[config.mk]
export PLATFORM = sky130hd
export DESIGN_NAME = display_scan_ctrl
export DESIGN_NICKNAME = d
export VERILOG_FILES = /design/src/rtl/display_scan_ctrl.sv
export SDC_FILE = /design/constraint.sdc
export NUM_CORES = 1
export LEC_CHECK = 0
export ABC_AREA = 1
export BUFFER_PORTS_ARGS = -buffer_cell sky130_fd_sc_hd__buf_2
export CORE_MARGIN = 10
export CORE_UTILIZATION = 63
export CTS_CLUSTER_SIZE = 25
export DETAILED_ROUTE_END_ITERATION = 12
export PLACE_DENSITY = 0.87
export SETUP_SLACK_MARGIN = 0.2
export SLEW_MARGIN = 20
export SYNTH_ARGS = -nofsm -noshare
export SYNTH_HDL_FRONTEND = slang
export SYNTH_SLANG_ARGS = --single-unit
export TNS_END_PERCENT = 1
[constraint.sdc]
create_clock -name clk -period 3.6 [get_ports clk]
set_input_delay 0.18 -clock clk [delete_from_list [all_inputs] [get_ports clk]]
set_output_delay 0.18 -clock clk [all_outputs]
set_load 0.03 [all_outputs]
[src/rtl/display_scan_ctrl.sv]
// Four-digit seven-segment scan controller: walks one digit per refresh slot, drives BCD code,
// active-low anodes and decimal point, with frame-synchronous double-buffered digit updates.
module display_scan_ctrl #(
    parameter int unsigned REFRESH_DIV = 50000,
    parameter int unsigned DIV_W       = 16
) (
    input  logic        clk,
    input  logic        rst_n,
    input  logic        enable,
    input  logic        load,
    input  logic [15:0] digits_in,
    input  logic [3:0]  dp_in,
    input  logic        blank_lz,
    output logic [3:0]  bcd,
    output logic [3:0]  an,
    output logic        dp,
    output logic [1:0]  digit_idx,
    output logic        frame_start
);

    localparam logic [DIV_W-1:0] TC = DIV_W'(REFRESH_DIV - 1);

    logic [DIV_W-1:0] cnt_q, cnt_d;
    logic [1:0]       idx_q, idx_d;
    logic [15:0]      act_q, act_d;
    logic [3:0]       act_dp_q, act_dp_d;
    logic [15:0]      shd_q, shd_d;
    logic [3:0]       shd_dp_q, shd_dp_d;
    logic             pend_q, pend_d;
    logic [3:0]       bcd_q, bcd_d;
    logic [3:0]       an_q, an_d;
    logic             dp_q, dp_d;
    logic             fs_q, fs_d;

    logic       tick;
    logic       wrap;
    logic       zero3, zero2, zero1;
    logic [3:0] blank;

    always_comb begin
        cnt_d    = cnt_q;
        idx_d    = idx_q;
        act_d    = act_q;
        act_dp_d = act_dp_q;
        shd_d    = shd_q;
        shd_dp_d = shd_dp_q;
        pend_d   = pend_q;

        tick = enable && (cnt_q == TC);
        wrap = tick && (idx_q == 2'd3);

        if (enable) begin
            cnt_d = tick ? '0 : cnt_q + 1'b1;
        end
        if (tick) begin
            idx_d = idx_q + 2'd1;
        end

        // A load landing on the wrap tick bypasses the shadow and wins over any pending value.
        if (load) begin
            if (wrap) begin
                act_d    = digits_in;
                act_dp_d = dp_in;
                pend_d   = 1'b0;
            end else begin
                shd_d    = digits_in;
                shd_dp_d = dp_in;
                pend_d   = 1'b1;
            end
        end else if (wrap && pend_q) begin
            act_d    = shd_q;
            act_dp_d = shd_dp_q;
            pend_d   = 1'b0;
        end

        zero3 = (act_d[15:12] == 4'd0);
        zero2 = zero3 && (act_d[11:8] == 4'd0);
        zero1 = zero2 && (act_d[7:4] == 4'd0);

        blank[0] = 1'b0;
        blank[1] = blank_lz && zero1 && !act_dp_d[1];
        blank[2] = blank_lz && zero2 && !act_dp_d[2];
        blank[3] = blank_lz && zero3 && !act_dp_d[3];

        // Outputs are computed from next-state index/digits so they change on the tick edge itself.
        bcd_d = act_d[{idx_d, 2'b00} +: 4];
        an_d  = (enable && !blank[idx_d]) ? ~(4'b0001 << idx_d) : 4'b1111;
        dp_d  = enable ? ~act_dp_d[idx_d] : 1'b1;
        fs_d  = wrap;
    end

    always_ff @(posedge clk or negedge rst_n) begin
        if (!rst_n) begin
            cnt_q    <= '0;
            idx_q    <= 2'd0;
            act_q    <= 16'd0;
            act_dp_q <= 4'd0;
            shd_q    <= 16'd0;
            shd_dp_q <= 4'd0;
            pend_q   <= 1'b0;
            bcd_q    <= 4'd0;
            an_q     <= 4'b1111;
            dp_q     <= 1'b1;
            fs_q     <= 1'b0;
        end else begin
            cnt_q    <= cnt_d;
            idx_q    <= idx_d;
            act_q    <= act_d;
            act_dp_q <= act_dp_d;
            shd_q    <= shd_d;
            shd_dp_q <= shd_dp_d;
            pend_q   <= pend_d;
            bcd_q    <= bcd_d;
            an_q     <= an_d;
            dp_q     <= dp_d;
            fs_q     <= fs_d;
        end
    end

    assign bcd         = bcd_q;
    assign an          = an_q;
    assign dp          = dp_q;
    assign digit_idx   = idx_q;
    assign frame_start = fs_q;

endmodule

==> results of run 1 <==
## critical path, stage by stage (launching register included)
cell	delay, ns
dfrtp_1	0.40
ha_1	0.23
nand2_1	0.07
nor2_1	0.10
nand2_1	0.07
nor2_2	0.09
buf_4	0.22
nand2_1	0.32
buf_4	0.34
nand2_1	0.08
o211ai_1	0.09
nand2_1	0.16
inv_2	0.06
nor2_2	0.10
nand2_1	0.07
nor2_2	0.12
nand2_2	0.09
nand3_1	0.09
## cell families (layout without fill, tap and decap cells)
kind of cell	after synthesis	in the layout	synth area share, %
muxes	10	10	3.178
DFF	69	69	48.91
xor gates and xnor gates	3	3	1.271
buffers and inverters	79	118	9.392
adders and majority gates	2	2	0.7061
AOI/OAI and AO/OA	51	51	8.581
and+or+nand+nor	230	230	27.97
## layout make-up
type                       count  area (um^2)
clock buffer                  12        155.1
sequential                    69         1733
timing repair buffer          40        210.2
clock inverter                 4        70.07
fill                         409         1503
multi-input combinational    296         1478
tap                           72        90.09
inverter                      62        234.0
## cell usage after synthesis (all sizes together)
master	n	share of area, %
inv	61	6.5
clkinv	1	0.14
a32o	1	0.28
o21ai	21	3.1
o22ai	1	0.18
dfrtp	64	45
nand4	7	1.2
o21a	1	0.21
clkbuf	6	0.64
nand3	42	6.4
buf	11	2.2
xor2	3	1.3
nor2	25	2.9
and3	1	0.18
mux2	10	3.2
o2111ai	3	0.74
nor4	2	0.35
o211ai	10	2.1
dfstp	5	3.7
ha	2	0.71
nand2	146	16
nor3	6	0.99
or2	1	0.18
a21oi	14	2.0
## layout by cell type, fill, tap and decap left out, types with 3 or more instances in the layout
cell type and count:
a21oi_1 14, buf_2 36, buf_4 4, clkbuf_8 11
clkinv_2 3, dfrtp_1 64, dfstp_2 5, inv_1 54
inv_2 7, mux2_2 10, nand2_1 143, nand2_2 3
nand3_1 40, nand4_1 7, nor2_1 21, nor2_2 4
nor3_1 5, o2111ai_1 3, o211ai_1 10, o21ai_0 20
## metrics by stage
stage	cells	utilization [%]
CTS	555	72.54
floorplan	444	-
detailed placement	539	68.43
global placement	539	68.43
global route	555	72.54
finish	555	72.54
## worst paths after layout
| check | from | endpoint | cells after the start | slack [ns] |
|---|---|---|---|---|
| worst min-delay path | rst_n | pend_q | 1 | -0.01 |
| worst max register to register | cnt_q[0] | an[0] | 17 | 0.84 |
| worst max-delay path | cnt_q[0] | an[0] | 17 | 0.84 |
| max in group asynchronous | rst_n | shd_q[2] | 2 | 2.71 |
| worst min register to register | shd_q[4] | shd_q[4] | 2 | 0.49 |
| min in group clk | digits_in[9] | shd_q[9] | 2 | 0.07 |
## where the power goes
group,switching (mW),internal (mW),total [mW],leakage (nW)
combinational,0.244,0.127,0.371,1.18
sequential,0.0796,0.892,0.971,0.766
clock,0.294,0.426,0.720,0.116
## registers in the layout, indices dropped and copies added, names as in the netlist
register / count
shd_q: 16
act_q: 16
shd_dp_q: 4
pend_q: 1
cnt_q: 16
an: 4
act_dp_q: 4
dp: 1
digit_idx: 2
frame_start: 1
bcd: 4
## layer usage
metal	vias to the layer above	wire length, um	GRT usage [%]
met4	0	178	6.484
met1	1500	3631	25.68
met2	130	4064	32.55
li1	1488	-	-
met3	21	683	5.551
met5	-	0	0
==> impl_metrics.csv, run 1 <==
group,metric,value,unit
critical_path,arrival,3.05,ns
sta,final.setup.tns,0,ns
detailed_routing,drt-pass1-iter-count,5,
power,p_total,2.062,mW
cells_and_area,fin_nets,505,
sta,setup_ws,0.8354,ns
sta,period_share,76.79,%
floorplan,rows,27,
placement,portBuffers,36,
clock_network,cts_max_level,3,
floorplan,die-area,0.009024,mm^2
clock_network,path_clk_slew,0.08,ns
logic_synthesis,synth_nets,471,
global_routing,grt_max_degree,45,
sta,maxSlewViolCount,0,
sta,slew-limit-headroom,34.76,%
outcome,status,"complete, but fails checks",
worst_hold_path,hp-class,"primary input to async pin",
sta,max_freq,361.7,MHz
sta,tightest_slew,0.9786,ns
placement,placed_area,0.003745,mm^2
clock_network,ctsHoldBuffers,0,
logic_synthesis,synth_area,0.003543,mm^2
floorplan,io_pins,37,
logic_synthesis,syn_area_per_cell,7.981,um^2
clock_network,cts_root_buf,"clkbuf_8",
sta,hold_violations,21,
placement,pre_cts_ws,0.9076,ns
cells_and_area,area_growth,12.04,%
detailed_routing,postRouteAntennaNets,0,
clock_network,cts_tree,"built",
cells_and_area,antennaDiodeCount,0,
global_routing,grt_pass1_vias,3089,
power,leakage,2.062,nW
detailed_routing,viasPerCell,5.656,
critical_path,cp-start-kind,"flip-flop",
critical_path,cp-end-kind,"flip-flop",
clock_network,cts_inserted_buffers,9,
power,vdd_drop_max,0.0003889,V
logic_synthesis,synth_warnings,0,
global_routing,gr-total-overflow,0,
critical_path,cp_max_fo,18,
clock_network,insertion_delay,0.35,ns
sta,setup_viol,0,
floorplan,start_util,64.75,%
logic_synthesis,syn_inst,444,
critical_path,path_class,"flip-flop to flip-flop",
logic_synthesis,ys_seq_area_share,48.91,%
detailed_routing,wl,8.557,mm
global_routing,grt_pass1_wl,14.57,mm
sta,whs,-0.01488,ns
floorplan,die_w,95.00,um
logic_synthesis,synth-seq-cells,69,
placement,gp_congestion,0.9411,
logic_synthesis,synthDistinctLibCells,34,
detailed_routing,wl_per_cell,15.42,um
detailed_routing,detail_route.iter0.violations,273,
detailed_routing,vias,3139,
power,p_per_area,519.3,mW/mm^2
floorplan,die_h,95.00,um
clock_network,cts.sink_count,69,
clock_network,clock_path_buffers,2,
cells_and_area,final_cell_area,0.003970,mm^2
detailed_routing,drc_errors,0,
sta,rsz0062_at_grt,"no",
cells_and_area,drive_above_1_share,18.84,%
floorplan,core_area,0.005473,mm^2
clock_network,ctsResizeCount,0,
sta,fin_skew,0.009300,ns
global_routing,grt_use_total,20.16,%
sta,fin_crit,2.765,ns
run,maxCapViolations,0,
clock_network,post_cts_buffers,0,
outcome,failed_checks,"hold timing",
critical_path,crit_required,3.88,ns
placement,dp_hpwl,5.998,mm
global_routing,antenna_found_initial,0,
Power figures use the tool's default switching activity.
==> run 2: changes to the inputs <==
Settings changed: CORE_UTILIZATION 63 to 53, PLACE_DENSITY 0.87 to 0.78.
Clock period 3.6 ns to 2.24 ns, I/O delays scaled along.
==> impl_metrics.csv, run 2 (synthesis results as in run 1) <==
group,metric,value,unit
global_routing,grt_pass1_wl,14.40,mm
cells_and_area,drive_above_1_share,25.25,%
detailed_routing,wl_per_cell,14.63,um
detailed_routing,drt-pass1-iter-count,7,
clock_network,cts_inserted_buffers,9,
power,pwr-share-comb,20.7,%
floorplan,die_h,101.8,um
outcome,status,"complete, no violations",
sta,fin_skew,0.01159,ns
clock_network,cts.sink_count,69,
floorplan,core_area,0.006422,mm^2
power,leakage,2.190,nW
critical_path,path_class,"flip-flop to flip-flop",
sta,fin_crit,2.215,ns
floorplan,rows,29,
power,netSwitchingFraction,31.05,%
detailed_routing,detail_route.iter0.violations,183,
floorplan,die_w,101.8,um
sta,hold_violations,0,
floorplan,io_pins,37,
cells_and_area,reg_top3,"act_q: 16 flops, cnt_q: 16 flops, shd_q: 16 flops",
detailed_routing,drc_errors,0,
detailed_routing,vias,3111,
critical_path,cp-end-kind,"flip-flop",
detailed_routing,wl,8.545,mm
sta,maxSlewViolCount,0,
cells_and_area,area_growth,19.31,%
worst_hold_path,hp-class,"primary input to flip-flop",
cells_and_area,final_cells,584,
floorplan,die-area,0.01036,mm^2
critical_path,crit_required,2.51,ns
global_routing,antenna_found_initial,0,
sta,max_freq,451.5,MHz
critical_path,crit_path_frequent_cell,"nand2_1",
clock_network,cts_tree,"built",
cells_and_area,final_common_cell,"nand2_1",
power,p_sw,1.006,mW
placement,gp_congestion,0.9575,
critical_path,cp-start-kind,"flip-flop",
clock_network,insertion_delay,0.34,ns
global_routing,gr-total-overflow,0,
critical_path,arrival,2.49,ns
power,clockPowerShare,31.4,%
critical_path,slowest_delay,0.38,ns
sta,setup_viol,0,
critical_path,slowest_stage,"dfrtp_1",
cells_and_area,final_cell_mix,"nand2_1 (133), dfrtp_1 (63), inv_1 (54), nand3_1 (39), buf_2 (36)",
sta,tightest_slew,0.7223,ns
sta,rsz0062_at_grt,"yes",
power,p_seq_share,47.9,%
critical_path,cp_max_fo,24,
global_routing,grt_pass1_vias,3150,
sta,slew-limit-headroom,51.80,%
sta,period_share,98.87,%
cells_and_area,fin_nets,529,
placement,dp.cells,558,
clock_network,path_clk_slew,0.08,ns
placement,dp_hpwl,6.060,mm
placement,pre_cts_ws,-0.01203,ns
global_routing,grt_max_degree,40,
clock_network,cts_root_buf,"clkbuf_8",
critical_path,crit_chain,"ha_1 -> nand2_1 -> nor2_1 -> nand2_1 -> nor2_4 -> nand2_2 -> buf_12 -> nand2_1 -> nand3_1 -> nand2_2 -> nand2_1 -> nor2_1 -> nor2_1 -> nor2_2 -> nand2_2 -> nand3_1",
power,intPower,2.233,mW
power,p_per_area,766.1,mW/mm^2
floorplan,start_util,55.17,%
cells_and_area,nFillCells,521,
power,vdd_drop_max,0.0004536,V
clock_network,cts_max_level,3,
detailed_routing,viasPerCell,5.327,
cells_and_area,antennaDiodeCount,0,
sta,setup_ws,0.02522,ns
sta,whs,0.01847,ns
global_routing,grt_use_total,17.22,%
detailed_routing,postRouteAntennaNets,0,
run,maxCapViolations,0,
clock_network,clock_path_buffers,2,
placement,portBuffers,36,
[run 2: timing repair]
| item | 4_1_cts | 5_1_grt |
|---|---|---|
| setup endpoints to repair | 30 | 32 |
| setup buffers | 3 | 3 |
| hold buffers | 3 | 0 |
| pin swaps | 2 | 1 |
| gates resized for setup | 4 | 19 |
| endpoints found under the hold margin | 66 | 0 |
| cloned | 1 | 0 |
[run 2: layer usage]
| layer | global-route usage [%] | vias up | part of all wire [%] |
|---|---|---|---|
| met5 | 0 | - | 0 |
| met4 | 5.831 | 0 | 0.74 |
| met3 | 4.561 | 7 | 6.4 |
| met2 | 28.13 | 85 | 48 |
| met1 | 21.61 | 1490 | 45 |
| li1 | - | 1529 | - |
[run 2: stage by stage]
stage | util, % | total power, mW | area (um^2) | setup TNS (ns)
2_1_floorplan | - | 1.970 | 3543 | 0
3_3_place_gp | 60.24 | 2.158 | 3869 | 0
3_5_place_dp | 60.24 | 2.190 | 3869 | -0.01231
4_1_cts | 64.54 | 3.215 | 4145 | 0
5_1_grt | 65.83 | 3.431 | 4228 | -0.4326
6_report | 65.83 | 3.239 | 4228 | 0
[run 2: power by group through the flow]
| stage | clock [mW] | combinational (mW) | sequential [mW] |
|---|---|---|---|
| 2_1_floorplan | 0 | 0.390 | 1.58 |
| 3_3_place_gp | 0 | 0.597 | 1.56 |
| 3_5_place_dp | 0 | 0.620 | 1.57 |
| 4_1_cts | 1.04 | 0.628 | 1.55 |
| 5_1_grt | 1.09 | 0.766 | 1.58 |
| 6_report | 1.02 | 0.672 | 1.55 |
[run 2: path summary, 6_finish.rpt]
kind	startpoint	endpoint	slack [ns]	cells after the start
max	cnt_q[1]	an[0]	0.03	16
min in group asynchronous	rst_n	shd_q[6]	0.32	3
min reg2reg	shd_dp_q[2]	shd_dp_q[2]	0.49	2
max in group asynchronous	rst_n	an[1]	1.50	3
min	digits_in[14]	shd_q[14]	0.02	2
max reg2reg	cnt_q[1]	an[0]	0.03	16
[run 2: final cells by class]
cell class	count	area (um^2)	share of cell area, %
Clock buffer	10	137.6	3.255
Timing Repair Buffer	63	426.7	10.09
Clock inverter	6	62.56	1.480
Inverter	62	234.0	5.534
Tap cell	77	96.34	2.279
Multi-Input combinational cell	297	1536	36.34
Sequential cell	69	1734	41.02
[run 2: worst max-delay path: cells and delay by family, from the launching register on]
kind / cells / cell delay [ns]
fa+ha+maj: 1 / 0.18
buf+inv: 1 / 0.19
flops: 1 / 0.38
simple gates: 14 / 1.39
==> run 3: changes to the inputs <==
Settings changed: PLACE_DENSITY 0.78 to 0.76.
==> impl_metrics.csv, run 3 (synthesis results as in run 1) <==
group,metric,value,unit
outcome,status,"complete, no violations",
sta,maxSlewViolCount,0,
global_routing,antenna_found_initial,0,
power,netSwitchingFraction,30.71,%
sta,fin_crit,2.159,ns
detailed_routing,drc_errors,0,
floorplan,io_pins,37,
critical_path,path_class,"flip-flop to flip-flop",
clock_network,cts.sink_count,69,
cells_and_area,final_cells,587,
cells_and_area,fin_nets,532,
floorplan,core_area,0.006422,mm^2
critical_path,rrSetupSlack,0.08,ns
placement,portBuffers,36,
critical_path,cp-end-kind,"flip-flop",
critical_path,cp_num_buf_inv,1,
detailed_routing,wl,9.190,mm
floorplan,rows,29,
placement,dp_hpwl,6.290,mm
sta,period_share,96.36,%
sta,tightest_slew,0.7879,ns
critical_path,crit_required,2.54,ns
critical_path,crit_path_frequent_cell,"nand2_2",
clock_network,cts_inserted_buffers,9,
detailed_routing,top_layer,"met4",
critical_path,cp-start-kind,"flip-flop",
cells_and_area,final_cell_mix,"nand2_1 (122), dfrtp_1 (64), inv_1 (53), buf_2 (36), nand3_1 (30)",
floorplan,die_w,101.8,um
sta,hold_violations,0,
placement,placed_area,0.003881,mm^2
floorplan,die_h,101.8,um
critical_path,cp_max_fo,32,
detailed_routing,wl_per_cell,15.66,um
power,p_per_area,773.4,mW/mm^2
cells_and_area,antennaDiodeCount,0,
clock_network,clock_path_buffers,2,
clock_network,cts_tree,"built",
power,pwr-share-comb,20.8,%
critical_path,slowest_delay,0.36,ns
sta,setup_viol,0,
cells_and_area,final_common_cell,"nand2_1",
cells_and_area,drive_above_1_share,30.59,%
power,leakage,2.238,nW
power,p_seq_share,45.6,%
floorplan,die-area,0.01036,mm^2
global_routing,grt_pass1_wl,15.24,mm
critical_path,ff2ff_path_depth,16,
floorplan,start_util,55.17,%
power,intPower,2.368,mW
clock_network,cts_root_buf,"clkbuf_8",
global_routing,gr-total-overflow,0,
clock_network,cts_max_level,3,
detailed_routing,wl_met2,4.595,mm
global_routing,grt_max_degree,36,
sta,max_freq,463.3,MHz
detailed_routing,detail_route.iter0.violations,181,
cells_and_area,reg_top3,"act_q: 16 flops, cnt_q: 16 flops, shd_q: 16 flops",
clock_network,insertion_delay,0.36,ns
placement,gp_congestion,0.8891,
detailed_routing,viasPerCell,5.441,
critical_path,critPathCapture,"an[1]",
global_routing,grt_pass1_vias,3256,
detailed_routing,met1_length,3.679,mm
detailed_routing,vias,3194,
critical_path,slowest_stage,"dfrtp_1",
sta,rsz0062_at_grt,"yes",
critical_path,critPathTopFamily,"simple AND/OR/NAND/NOR gates",
critical_path,r2r-end,"an[1]",
critical_path,arrival,2.46,ns
global_routing,grt_use_total,18.54,%
critical_path,startpoint,"cnt_q[1]",
placement,dp.cells,558,
sta,fin_skew,0.01015,ns
cells_and_area,area_growth,24.68,%
critical_path,path_depth,16,
detailed_routing,postRouteAntennaNets,0,
power,clockPowerShare,33.6,%
run,maxCapViolations,0,
detailed_routing,drt-pass1-iter-count,6,
critical_path,reg2reg_from,"cnt_q[1]",
cells_and_area,final_cell_area,0.004418,mm^2
power,p_sw,1.049,mW
clock_network,path_clk_slew,0.08,ns
worst_hold_path,hp-class,"primary input to flip-flop",
cells_and_area,nFillCells,493,
sta,slew-limit-headroom,47.41,%
detailed_routing,dr_wl_met3,677,um
critical_path,crit_chain,"ha_2 -> nand2_1 -> nor2_1 -> nand2_1 -> nor2_4 -> nand2_2 -> buf_12 -> nand2_1 -> nand3_1 -> nand2_2 -> nand2_2 -> nor2_4 -> nor2_2 -> nor2_2 -> nand2_2 -> nand3_2",
power,vdd_drop_max,0.0005457,V
run 3: worst min-delay path by stage:
stage / depth (start not counted) / slack, ns / startpoint / end
finish: 2 / 0.006 / digits_in[10] / shd_q[10]
CTS: 2 / 0.001 / digits_in[7] / shd_q[7]
detailed placement: 1 / 0.02 / rst_n / pend_q
floorplan: 0 / -0.18 / rst_n / act_dp_q[0]
global route: 2 / 0.01 / digits_in[10] / shd_q[10]
global placement: 1 / 0.01 / rst_n / pend_q
run 3: layout make-up:
class | instances | area [um^2] | area share (%)
sequential | 69 | 1733 | 39.22
multi-input combinational | 297 | 1648 | 37.30
timing repair buffer | 66 | 483.0 | 10.93
inverter | 62 | 234.0 | 5.296
clock buffer | 10 | 137.6 | 3.115
tap | 77 | 96.34 | 2.181
clock inverter | 6 | 86.33 | 1.954
run 3: per-layer routing:
metal / GRT usage [%] / vias up
li1: - / 1545
met1: 21.78 / 1501
met2: 31.26 / 124
met4: 8.031 / 0
met5: 0 / -
met3: 4.901 / 24
run 3: power groups by stage:
stage / Combinational (mW) / Sequential (mW) / Clock (mW)
2_1_floorplan: 0.390 / 1.58 / 0
4_1_cts: 0.654 / 1.55 / 1.16
5_1_grt: 0.811 / 1.58 / 1.21
6_report: 0.711 / 1.56 / 1.15
3_5_place_dp: 0.628 / 1.57 / 0
3_3_place_gp: 0.602 / 1.56 / 0
run 3: repair_timing:
action,4_1_cts,5_1_grt
gates resized for setup,4,51
endpoints found under the setup margin,30,33
buffers inserted,6,4
hold endpoints to repair,42,0
cloned,1,0
pin swaps,2,19
hold buffers,2,0
run 3: per-stage QoR:
stage | setup slack [ns] | power (mW) | hold WS [ns] | TNS, ns | utilization [%]
after floorplan | 0.2111 | 1.970 | -0.1836 | 0 | -
after global placement | -0.003220 | 2.165 | 0.01415 | -0.003220 | 60.43
after detailed placement | -0.1074 | 2.199 | 0.01531 | -0.3891 | 60.43
after CTS | 0.1161 | 3.362 | 0.001049 | 0 | 65.48
after global routing | -0.03491 | 3.606 | 0.01230 | -0.1258 | 68.79
final | 0.08145 | 3.417 | 0.005721 | 0 | 68.79
